## config.mk

```make
export PLATFORM = sky130hd
export DESIGN_NAME = dmem_arbiter_flat
export DESIGN_NICKNAME = d
export VERILOG_FILES = /design/src/rtl/dmem_arbiter_if.sv /design/src/rtl/dmem_arbiter.sv /design/src/flat_wrapper.sv
export SDC_FILE = /design/constraint.sdc
export NUM_CORES = 1
export LEC_CHECK = 0
export CAP_MARGIN = 10
export CORE_ASPECT_RATIO = 0.8
export CORE_MARGIN = 2
export CORE_UTILIZATION = 40
export DETAILED_ROUTE_END_ITERATION = 6
export GPL_ROUTABILITY_DRIVEN = 1
export PLACE_DENSITY = 0.68
export SYNTH_ARGS = -nofsm -noshare
export SYNTH_HDL_FRONTEND = slang
export SYNTH_SLANG_ARGS = --single-unit
export TNS_END_PERCENT = 5
```

## constraint.sdc

```tcl
create_clock -name clk -period 5.26 [get_ports clk]
set_input_delay 1.315 -clock clk [delete_from_list [all_inputs] [get_ports clk]]
set_output_delay 1.315 -clock clk [all_outputs]
set_load 0.005 [all_outputs]
```

## src/rtl/dmem_arbiter_if.sv

```systemverilog
// Bundle for the data-memory arbiter: CPU port, debug/loader port and the byte-wide memory port.
// slave = the arbiter's view, master = the requesters' and memory's view.
interface dmem_arbiter_if #(
  parameter int ADDR_W = 32
);
  logic              cpu_req;
  logic              cpu_we;
  logic [ADDR_W-1:0] cpu_addr;
  logic [1:0]        cpu_size;
  logic [31:0]       cpu_wdata;
  logic [31:0]       cpu_rdata;
  logic              cpu_done;
  logic              cpu_err;
  logic              cpu_stall;

  logic              dbg_req;
  logic              dbg_we;
  logic [ADDR_W-1:0] dbg_addr;
  logic [31:0]       dbg_wdata;
  logic [31:0]       dbg_rdata;
  logic              dbg_done;
  logic              dbg_err;

  logic              mem_en;
  logic              mem_we;
  logic [ADDR_W-1:0] mem_addr;
  logic [7:0]        mem_wdata;
  logic [7:0]        mem_rdata;

  modport slave (
    input  cpu_req, cpu_we, cpu_addr, cpu_size, cpu_wdata,
    output cpu_rdata, cpu_done, cpu_err, cpu_stall,
    input  dbg_req, dbg_we, dbg_addr, dbg_wdata,
    output dbg_rdata, dbg_done, dbg_err,
    output mem_en, mem_we, mem_addr, mem_wdata,
    input  mem_rdata
  );

  modport master (
    output cpu_req, cpu_we, cpu_addr, cpu_size, cpu_wdata,
    input  cpu_rdata, cpu_done, cpu_err, cpu_stall,
    output dbg_req, dbg_we, dbg_addr, dbg_wdata,
    input  dbg_rdata, dbg_done, dbg_err,
    input  mem_en, mem_we, mem_addr, mem_wdata,
    output mem_rdata
  );
endinterface

```

## src/rtl/dmem_arbiter.sv

```systemverilog
// Two-requester (CPU, debug) arbiter onto a byte-wide data memory; accesses are serialised byte by byte.
// Define DMEM_ARB_DBG_PRIO_EN to give debug fixed priority instead of round-robin.
module dmem_arbiter #(
  parameter int ADDR_W    = 32,
  parameter int MEM_BYTES = 1024
) (
  input  logic           clk,
  input  logic           rst,
  dmem_arbiter_if.slave  bus
);

  localparam logic [1:0] S_IDLE = 2'd0;
  localparam logic [1:0] S_XFER = 2'd1;
  localparam logic [1:0] S_DONE = 2'd2;
  localparam int         CW     = ADDR_W + 1;

  logic [1:0]        state_q, state_d;
  logic [1:0]        k_q, k_d;
  logic [1:0]        last_q, last_d;
  logic              we_q, we_d;
  logic [ADDR_W-1:0] addr_q, addr_d;
  logic [31:0]       wdata_q, wdata_d;
  logic              src_dbg_q, src_dbg_d;
  logic              err_q, err_d;
  logic              rr_dbg_q, rr_dbg_d;
  logic [31:0]       acc_q, acc_d;
  logic [31:0]       cpu_rdata_q, cpu_rdata_d;
  logic [31:0]       dbg_rdata_q, dbg_rdata_d;

  logic              grant_dbg;
  logic              sel_we;
  logic [ADDR_W-1:0] sel_addr;
  logic [31:0]       sel_wdata;
  logic [1:0]        sel_last;
  logic [ADDR_W:0]   sel_end;
  logic              sel_oob;

  logic [3:0][7:0]   wr_lane;
  logic [3:0][7:0]   rd_lane;
  logic [31:0]       xfer_acc;

`ifdef DMEM_ARB_DBG_PRIO_EN
  assign grant_dbg = bus.dbg_req;
`else
  // rr_dbg_q is set after every CPU grant, so a contested request alternates.
  assign grant_dbg = bus.dbg_req && (!bus.cpu_req || rr_dbg_q);
`endif

  assign sel_we    = grant_dbg ? bus.dbg_we    : bus.cpu_we;
  assign sel_addr  = grant_dbg ? bus.dbg_addr  : bus.cpu_addr;
  assign sel_wdata = grant_dbg ? bus.dbg_wdata : bus.cpu_wdata;

  always_comb begin
    sel_last = 2'd3;
    if (!grant_dbg) begin
      case (bus.cpu_size)
        2'b00:   sel_last = 2'd0;
        2'b01:   sel_last = 2'd1;
        default: sel_last = 2'd3;
      endcase
    end
  end

  // Extra top bit so an access straddling the end of the address space still counts as out of range.
  assign sel_end = {1'b0, sel_addr} + {{(ADDR_W-1){1'b0}}, sel_last};
  assign sel_oob = sel_end >= CW'(MEM_BYTES);

  for (genvar gi = 0; gi < 4; gi++) begin : g_lane
    assign wr_lane[gi] = wdata_q[8*gi +: 8];
    assign rd_lane[gi] = (!we_q && (k_q == 2'(gi))) ? bus.mem_rdata : acc_q[8*gi +: 8];
  end
  assign xfer_acc = rd_lane;

  always_comb begin
    state_d     = state_q;
    k_d         = k_q;
    last_d      = last_q;
    we_d        = we_q;
    addr_d      = addr_q;
    wdata_d     = wdata_q;
    src_dbg_d   = src_dbg_q;
    err_d       = err_q;
    rr_dbg_d    = rr_dbg_q;
    acc_d       = acc_q;
    cpu_rdata_d = cpu_rdata_q;
    dbg_rdata_d = dbg_rdata_q;
    case (state_q)
      S_IDLE: begin
        if (bus.cpu_req || bus.dbg_req) begin
          src_dbg_d = grant_dbg;
          rr_dbg_d  = !grant_dbg;
          we_d      = sel_we;
          addr_d    = sel_addr;
          wdata_d   = sel_wdata;
          last_d    = sel_last;
          k_d       = 2'd0;
          acc_d     = 32'd0;
          err_d     = sel_oob;
          if (sel_oob) begin
            state_d = S_DONE;
            if (grant_dbg) dbg_rdata_d = 32'd0;
            else           cpu_rdata_d = 32'd0;
          end else begin
            state_d = S_XFER;
          end
        end
      end
      S_XFER: begin
        acc_d = xfer_acc;
        if (k_q == last_q) begin
          state_d = S_DONE;
          k_d     = 2'd0;
          if (src_dbg_q) dbg_rdata_d = xfer_acc;
          else           cpu_rdata_d = xfer_acc;
        end else begin
          k_d = k_q + 2'd1;
        end
      end
      S_DONE:  state_d = S_IDLE;
      default: state_d = S_IDLE;
    endcase
  end

  always_ff @(posedge clk or negedge rst) begin
    if (!rst) begin
      state_q     <= S_IDLE;
      k_q         <= 2'd0;
      last_q      <= 2'd0;
      we_q        <= 1'b0;
      addr_q      <= '0;
      wdata_q     <= 32'd0;
      src_dbg_q   <= 1'b0;
      err_q       <= 1'b0;
      rr_dbg_q    <= 1'b0;
      acc_q       <= 32'd0;
      cpu_rdata_q <= 32'd0;
      dbg_rdata_q <= 32'd0;
    end else begin
      state_q     <= state_d;
      k_q         <= k_d;
      last_q      <= last_d;
      we_q        <= we_d;
      addr_q      <= addr_d;
      wdata_q     <= wdata_d;
      src_dbg_q   <= src_dbg_d;
      err_q       <= err_d;
      rr_dbg_q    <= rr_dbg_d;
      acc_q       <= acc_d;
      cpu_rdata_q <= cpu_rdata_d;
      dbg_rdata_q <= dbg_rdata_d;
    end
  end

  // Memory strobes decode straight from state so an asynchronous reset drops them at once.
  assign bus.mem_en    = (state_q == S_XFER);
  assign bus.mem_we    = (state_q == S_XFER) && we_q;
  assign bus.mem_addr  = addr_q + ADDR_W'(k_q);
  assign bus.mem_wdata = wr_lane[k_q];

  assign bus.cpu_done  = (state_q == S_DONE) && !src_dbg_q;
  assign bus.dbg_done  = (state_q == S_DONE) && src_dbg_q;
  assign bus.cpu_err   = bus.cpu_done && err_q;
  assign bus.dbg_err   = bus.dbg_done && err_q;
  assign bus.cpu_rdata = cpu_rdata_q;
  assign bus.dbg_rdata = dbg_rdata_q;
  assign bus.cpu_stall = bus.cpu_req && !bus.cpu_done;

endmodule

```

## src/flat_wrapper.sv

```systemverilog
// flat-port wrapper written by rule: the top's interface ports become plain ports
module dmem_arbiter_flat 
#(
  parameter int ADDR_W    = 32,
  parameter int MEM_BYTES = 1024
)
  (clk, rst, bus_cpu_req, bus_cpu_we, bus_cpu_addr, bus_cpu_size, bus_cpu_wdata, bus_cpu_rdata, bus_cpu_done, bus_cpu_err, bus_cpu_stall, bus_dbg_req, bus_dbg_we, bus_dbg_addr, bus_dbg_wdata, bus_dbg_rdata, bus_dbg_done, bus_dbg_err, bus_mem_en, bus_mem_we, bus_mem_addr, bus_mem_wdata, bus_mem_rdata);
  dmem_arbiter_if #(.ADDR_W(ADDR_W)) bus_i ();
  input  logic clk;
  input  logic rst;
  input wire logic [$bits(bus_i.cpu_req)-1:0] bus_cpu_req;
  input wire logic [$bits(bus_i.cpu_we)-1:0] bus_cpu_we;
  input wire logic [$bits(bus_i.cpu_addr)-1:0] bus_cpu_addr;
  input wire logic [$bits(bus_i.cpu_size)-1:0] bus_cpu_size;
  input wire logic [$bits(bus_i.cpu_wdata)-1:0] bus_cpu_wdata;
  output wire logic [$bits(bus_i.cpu_rdata)-1:0] bus_cpu_rdata;
  output wire logic [$bits(bus_i.cpu_done)-1:0] bus_cpu_done;
  output wire logic [$bits(bus_i.cpu_err)-1:0] bus_cpu_err;
  output wire logic [$bits(bus_i.cpu_stall)-1:0] bus_cpu_stall;
  input wire logic [$bits(bus_i.dbg_req)-1:0] bus_dbg_req;
  input wire logic [$bits(bus_i.dbg_we)-1:0] bus_dbg_we;
  input wire logic [$bits(bus_i.dbg_addr)-1:0] bus_dbg_addr;
  input wire logic [$bits(bus_i.dbg_wdata)-1:0] bus_dbg_wdata;
  output wire logic [$bits(bus_i.dbg_rdata)-1:0] bus_dbg_rdata;
  output wire logic [$bits(bus_i.dbg_done)-1:0] bus_dbg_done;
  output wire logic [$bits(bus_i.dbg_err)-1:0] bus_dbg_err;
  output wire logic [$bits(bus_i.mem_en)-1:0] bus_mem_en;
  output wire logic [$bits(bus_i.mem_we)-1:0] bus_mem_we;
  output wire logic [$bits(bus_i.mem_addr)-1:0] bus_mem_addr;
  output wire logic [$bits(bus_i.mem_wdata)-1:0] bus_mem_wdata;
  input wire logic [$bits(bus_i.mem_rdata)-1:0] bus_mem_rdata;
  assign bus_i.cpu_req = bus_cpu_req;
  assign bus_i.cpu_we = bus_cpu_we;
  assign bus_i.cpu_addr = bus_cpu_addr;
  assign bus_i.cpu_size = bus_cpu_size;
  assign bus_i.cpu_wdata = bus_cpu_wdata;
  assign bus_cpu_rdata = bus_i.cpu_rdata;
  assign bus_cpu_done = bus_i.cpu_done;
  assign bus_cpu_err = bus_i.cpu_err;
  assign bus_cpu_stall = bus_i.cpu_stall;
  assign bus_i.dbg_req = bus_dbg_req;
  assign bus_i.dbg_we = bus_dbg_we;
  assign bus_i.dbg_addr = bus_dbg_addr;
  assign bus_i.dbg_wdata = bus_dbg_wdata;
  assign bus_dbg_rdata = bus_i.dbg_rdata;
  assign bus_dbg_done = bus_i.dbg_done;
  assign bus_dbg_err = bus_i.dbg_err;
  assign bus_mem_en = bus_i.mem_en;
  assign bus_mem_we = bus_i.mem_we;
  assign bus_mem_addr = bus_i.mem_addr;
  assign bus_mem_wdata = bus_i.mem_wdata;
  assign bus_i.mem_rdata = bus_mem_rdata;
  dmem_arbiter #(.ADDR_W(ADDR_W), .MEM_BYTES(MEM_BYTES)) u_core (.clk(clk), .rst(rst), .bus(bus_i));
endmodule
```

* Word-level counts from Yosys, hierarchy flattened
Cells that the tools add are included.
Operators by class: equal/unequal tests 14, magnitude comparators 2, add/sub/neg operators 3, reductions and logical operators 27, multiplexer cells 32
Operators with widths (count):
- 32-bit two-way mux | 13
- 32-bit one-hot mux with 2 select lines | 3
- 8-bit two-way mux | 5
- 32-bit by 2-bit adder with 33-bit output | 1
- 33-bit by 11-bit greater-or-equal comparator with 1-bit output, second input constant | 1
- 32-bit by 2-bit adder with 32-bit output | 1
- 8-bit binary-select mux with 2-bit select | 1
- 2-bit two-way mux | 6
- 2-bit one-hot mux with 2 select lines | 3
- 6-bit AND reduction | 2
- 1-bit logical AND | 11
- 2-bit by 1-bit != test with 1-bit output, second input constant | 5
- 2-bit by 1-bit equality test with 1-bit output, second input constant | 3
- 2-bit equality test, second input constant | 3
- 2-bit zero test | 3
- 2-bit AND reduction | 3
- 1-bit zero test | 5
- 2-bit != test, second input constant | 2
- 2-bit by 3-bit < comparator with 1-bit output, second input constant | 1
- 2-bit by 1-bit adder with 2-bit output, second input constant | 1
- 2-bit equality test | 1
- 1-bit logical OR | 2
- 2-bit nonzero test | 1
- 1-bit two-way mux | 1
Storage, ports and cells: output and inout bits 111, bits in registers 170

* Logic depth before layout (Yosys ltp)
word-level depth 9, depth in mapped cells 20, depth with buffers taken out 15

* Worst setup path after synthesis
OpenSTA, ideal clock, no wires.
path kind input to register, start input port bus_dbg_req, end register u_core.cpu_rdata_q[2], in the netlist u_core.bus.cpu_rdata[2], path slack 344 ps, stages on the path 19, arrival 4838 ps, setup time 78 ps, cells stage by stage buf_4 -> inv_2 -> nor2_2 -> buf_2 -> buf_2 -> clkbuf_1 -> nand2_1 -> nand2_1 -> ha_1 -> inv_1 -> fa_1 -> inv_1 -> o21ai_0 -> or4_1 -> a21oi_1 -> nand4_2 -> o21ai_4 -> buf_6 -> o2bb2ai_1
On the way: longest elaborated chain between the ends 6, elaborated cells on any way between the ends 10
Ends and longest elaborated chain:
- start, declared | RTL line flat_wrapper.sv:20 | input wire logic [$bits(bus_i.dbg_req)-1:0] bus_dbg_req;
- 1-bit logical AND | RTL line dmem_arbiter.sv:46 | assign grant_dbg = bus.dbg_req && (!bus.cpu_req || rr_dbg_q);
- 32-bit two-way mux | RTL line dmem_arbiter.sv:50 | assign sel_addr = grant_dbg ? bus.dbg_addr : bus.cpu_addr;
- via u_core.sel_addr[0] | RTL line dmem_arbiter.sv:32 | logic [ADDR_W-1:0] sel_addr;
- 32-bit by 2-bit adder with 33-bit output | RTL line dmem_arbiter.sv:65 | assign sel_end = {1'b0, sel_addr} + {{(ADDR_W-1){1'b0}}, sel_last};
- 33-bit by 11-bit greater-or-equal comparator with 1-bit output | RTL line dmem_arbiter.sv:66 | assign sel_oob = sel_end >= CW'(MEM_BYTES);
- 2-bit by 1-bit != test with 1-bit output (no source line)
- 6-bit AND reduction (no source line)
- end signal, assigned | RTL line dmem_arbiter.sv:149 | cpu_rdata_q <= cpu_rdata_d;
- end, declared | RTL line dmem_arbiter.sv:27 | logic [31:0] cpu_rdata_q, cpu_rdata_d;
The timed path passes the listed nets, and every way through them passes these cells. A chain may end at the register's enable or synchronous reset.

* Worst setup path in the final report
start register u_core.k_q[1], end output port bus_mem_addr[29]
On the way: longest elaborated chain between the ends 1
Ends and longest elaborated chain:
- start, declared | RTL line dmem_arbiter.sv:18 | logic [1:0] k_q, k_d;
- start signal, assigned | RTL line dmem_arbiter.sv:140 | k_q <= k_d;
- 32-bit by 2-bit adder with 32-bit output | RTL line dmem_arbiter.sv:157 | assign bus.mem_addr = addr_q + ADDR_W'(k_q);
- end, declared | RTL line flat_wrapper.sv:29 | output wire logic [$bits(bus_i.mem_addr)-1:0] bus_mem_addr;
No other way between the ends.

==> impl_metrics.env <==
export IMPL_numPortBuffers=254
export IMPL_cts_tree="yes"
export IMPL_numCtsBuffers=17
export IMPL_die_area_sq_um=24800
export IMPL_setup_violations=0
export IMPL_fin_skew_ns=0.0153
export IMPL_synth_avg_cell_area_sq_um=9.46
export IMPL_placed_area_sq_um=12300
export IMPL_rsz0062_at_grt="no"
export IMPL_drc=0
export IMPL_synth_main_ff_cell="dfrtp_1"
export IMPL_gr_usage_all_layers=0.244
export IMPL_vias_per_cell=5.45
export IMPL_crit_fanout=7
export IMPL_critPathArrivalTime_ns=3.57
export IMPL_synth_area_sq_um=9420
export IMPL_p_leak_nw=5.59
export IMPL_maxSlewViolCount=0
export IMPL_clock_sinks=170
export IMPL_postRouteAntennaNets=0
export IMPL_ir_drop_v=0.000237
export IMPL_die_h_um=141
export IMPL_hold_violations=0
export IMPL_r2r_slack_ns=1.64
export IMPL_synth_edf_count=0
export IMPL_path_class="flop to output pin"
export IMPL_finalNetCount=1386
export IMPL_core_area_sq_um=23300
export IMPL_cts_setup_buffers=0
export IMPL_fin_area_sq_um=12900
export IMPL_relSlewSlack=0.251
export IMPL_min_to="u_core.acc_q[25]"
export IMPL_place_congestion=0.927
export IMPL_tns_ns=0
export IMPL_required_ns=3.94
export IMPL_drt_wl_total_mm=30.0
export IMPL_synthToLayoutAreaGrowth_pct=37.0
export IMPL_dr_pass1_iters=5
export IMPL_reg2regPathDepth=15
export IMPL_cts_htree_levels=4
export IMPL_vias=8482
export IMPL_layout_drive_gt1_share=0.0803
export IMPL_drtIter0Drc=630
export IMPL_netlist_area_leader_share=0.451
export IMPL_initial_core_util=0.405
export IMPL_worstReg2RegStart="u_core.rr_dbg_q"
export IMPL_drv_cap=0
export IMPL_grt_max_degree=105
export IMPL_n_antenna_cell=0
export IMPL_cts_resized=0
export IMPL_clk_pin_slew_worst_paths_ns=0.07
export IMPL_pwr_density_cell_nw_per_um2=293
export IMPL_hold_path_class="flop to flop"
export IMPL_grt_pass1_wl_mm=47.0
export IMPL_fin_crit_ns=4.88
export IMPL_ys_seq_elements=170
export IMPL_clock_latency_ns=0.43
export IMPL_synth_nets=1150
export IMPL_cts_root_buf="clkbuf_16"
export IMPL_clock_path_buffers=2
export IMPL_antenna_found_initial=1
export IMPL_start_kind="flop"
export IMPL_die_w_um=176
export IMPL_min_path_cells=1
export IMPL_synth_async_reset_ratio=1.00
export IMPL_min_from="u_core.acc_q[25]"
export IMPL_grt_pass1_vias=8455
export IMPL_outcome="finished clean"
export IMPL_fmax_mhz=205
export IMPL_finalPower_mw=3.79
export IMPL_detail_route_wl_per_cell_um=19.2
export IMPL_cts_hold_buf=0
export IMPL_synth_warnings=0
export IMPL_worstReg2RegEnd="u_core.bus.cpu_rdata[20]"
export IMPL_io_pins=255
export IMPL_ys_types=66
export IMPL_ys_seq_area_frac=0.451
export IMPL_end_kind="output pin"
export IMPL_synth_area_top_cells="dfrtp_1 45%, nand2_1 7.6%, o2bb2ai_1 5.6%"
export IMPL_globalRoute_totalOverflow=0
export IMPL_yosysTopAreaCell="dfrtp_1"
export IMPL_row_count=50
export IMPL_worst_pin_slew_ns=1.12
export IMPL_syn_inst=996
export IMPL_post_dp_hpwl_mm=22.4
export IMPL_period_share=0.928
export IMPL_finish_utilization=0.555
==> cell usage in the layout, fill, tap and decap left out, types with 4 or more instances in the layout <==
cell and count:
nand2_1 189, nand3_1 27, clkdlybuf4s50_1 253, o22ai_1 4, and3_1 13, inv_1 15
clkbuf_16 17, a21o_1 36, nand2b_1 7, inv_6 4, ha_1 8, a211oi_1 6
nor2b_1 5, a21oi_1 14, mux2_2 5, and4_1 5, nand4_1 15, and2_1 6
o2bb2ai_1 60, or3_1 5, xor2_1 14, dfrtp_1 169, buf_4 24, inv_8 4
nor2_1 98, nor3_1 7, mux2i_1 49, o21ai_0 26, mux4_2 8, o2bb2ai_2 4
xnor2_1 29, a31oi_1 51, buf_12 4
==> worst max-delay path, stage by stage (launching register included) <==
cell and delay [ns]:
dfrtp_2 0.48, ha_1 0.30, a21o_1 0.16, nor2b_1 0.23, and4_1 0.27, and2_1 0.19, nand2b_1 0.12, inv_1 0.21
nand4_1 0.26, nand2b_1 0.24, xnor2_1 0.15, clkdlybuf4s50_1 0.52
==> logic make-up (layout without fill, tap and decap cells) <==
logic type               Yosys count  count (layout)  synth area share
AND/OR/NAND/NOR                  402             402             0.196
multiplexers                      62              62            0.0771
buffers and inverters             81             330            0.0396
flip-flops                       170             170             0.451
AO/OA/AOI/OAI                    228             228             0.181
XOR/XNOR                          43              43            0.0400
adder cells (fa/ha/maj)           10              10            0.0149
==> power breakdown <==
group | leakage [nW] | total [mW] | switching, mW | internal [mW]
combinational | 3.12 | 0.979 | 0.502 | 0.477
clock | 0.277 | 1.24 | 0.610 | 0.635
sequential | 2.20 | 1.56 | 0.123 | 1.44
==> synth_stat cells, types with 3 or more instances <==
| library cell | n |
|---|---|
| clkbuf_1 | 40 |
| dfrtp_1 | 170 |
| buf_2 | 4 |
| o2bb2ai_2 | 4 |
| and2_1 | 6 |
| inv_1 | 15 |
| nand2_1 | 190 |
| nor2b_1 | 5 |
| nand2b_1 | 7 |
| mux2_2 | 5 |
| o2bb2ai_1 | 60 |
| nand4_1 | 15 |
| buf_6 | 7 |
| o211ai_1 | 3 |
| and4_1 | 5 |
| o22ai_1 | 4 |
| xor2_1 | 14 |
| a21o_1 | 36 |
| a21oi_1 | 14 |
| mux4_2 | 8 |
| nor3_1 | 8 |
| or3_1 | 5 |
| buf_4 | 3 |
| a31oi_1 | 51 |
| o2111ai_1 | 3 |
| buf_1 | 11 |
| nor2_1 | 98 |
| o21ai_0 | 28 |
| a211oi_1 | 6 |
| xnor2_1 | 29 |
| and3_1 | 13 |
| ha_1 | 8 |
| mux2i_1 | 49 |
| nand3_1 | 27 |
==> worst max path at each step <==
stage,endpoint,cells after the start,start
2_1_floorplan,u_core.bus.cpu_rdata[2],19,bus_dbg_req
3_3_place_gp,u_core.bus.dbg_rdata[21],12,bus_dbg_req
3_5_place_dp,u_core.bus.dbg_rdata[12],15,bus_cpu_req
4_1_cts,bus_mem_addr[30],12,u_core.k_q[1]
5_1_grt,bus_mem_addr[30],12,u_core.k_q[1]
6_report,bus_mem_addr[29],11,u_core.k_q[1]
==> stage by stage <==
step | worst slack, ns | cells | hold slack [ns]
finish | 0.376 | 1557 | 0.480
global route | 0.132 | 1557 | 0.487
CTS | 0.262 | 1557 | 0.481
detailed placement | 0.334 | 1525 | 0.465
global placement | 0.451 | 1525 | 0.457
floorplan | 0.344 | 996 | 0.449
==> layer usage <==
layer,vias to the layer above,track usage,part of all wire
li1,4040,-,-
met1,4114,0.346,0.46
met2,309,0.381,0.45
met3,17,0.0654,0.077
met4,2,0.0448,0.0076
met5,-,0,0.00053
==> flip-flops by register name (all words and copies together) (netlist names) <==
signal and count:
u_core.acc_q 32, u_core.addr_q 32, u_core.bus.cpu_rdata 32, u_core.bus.dbg_rdata 32
u_core.wdata_q 32, u_core.k_q 2, u_core.last_q 2, u_core.state_q 2
u_core.err_q 1, u_core.rr_dbg_q 1, u_core.src_dbg_q 1, u_core.we_q 1
==> final cells by class <==
type                            count  area, sq um
Fill cell                        2109        10400
Multi-Input combinational cell    745         4820
Clock buffer                       17          425
Sequential cell                   170         4260
Tap cell                          312          390
Clock inverter                     15          156
Inverter                           16         60.1
Timing Repair Buffer              282         2800
Power figures use the tool's default switching activity.
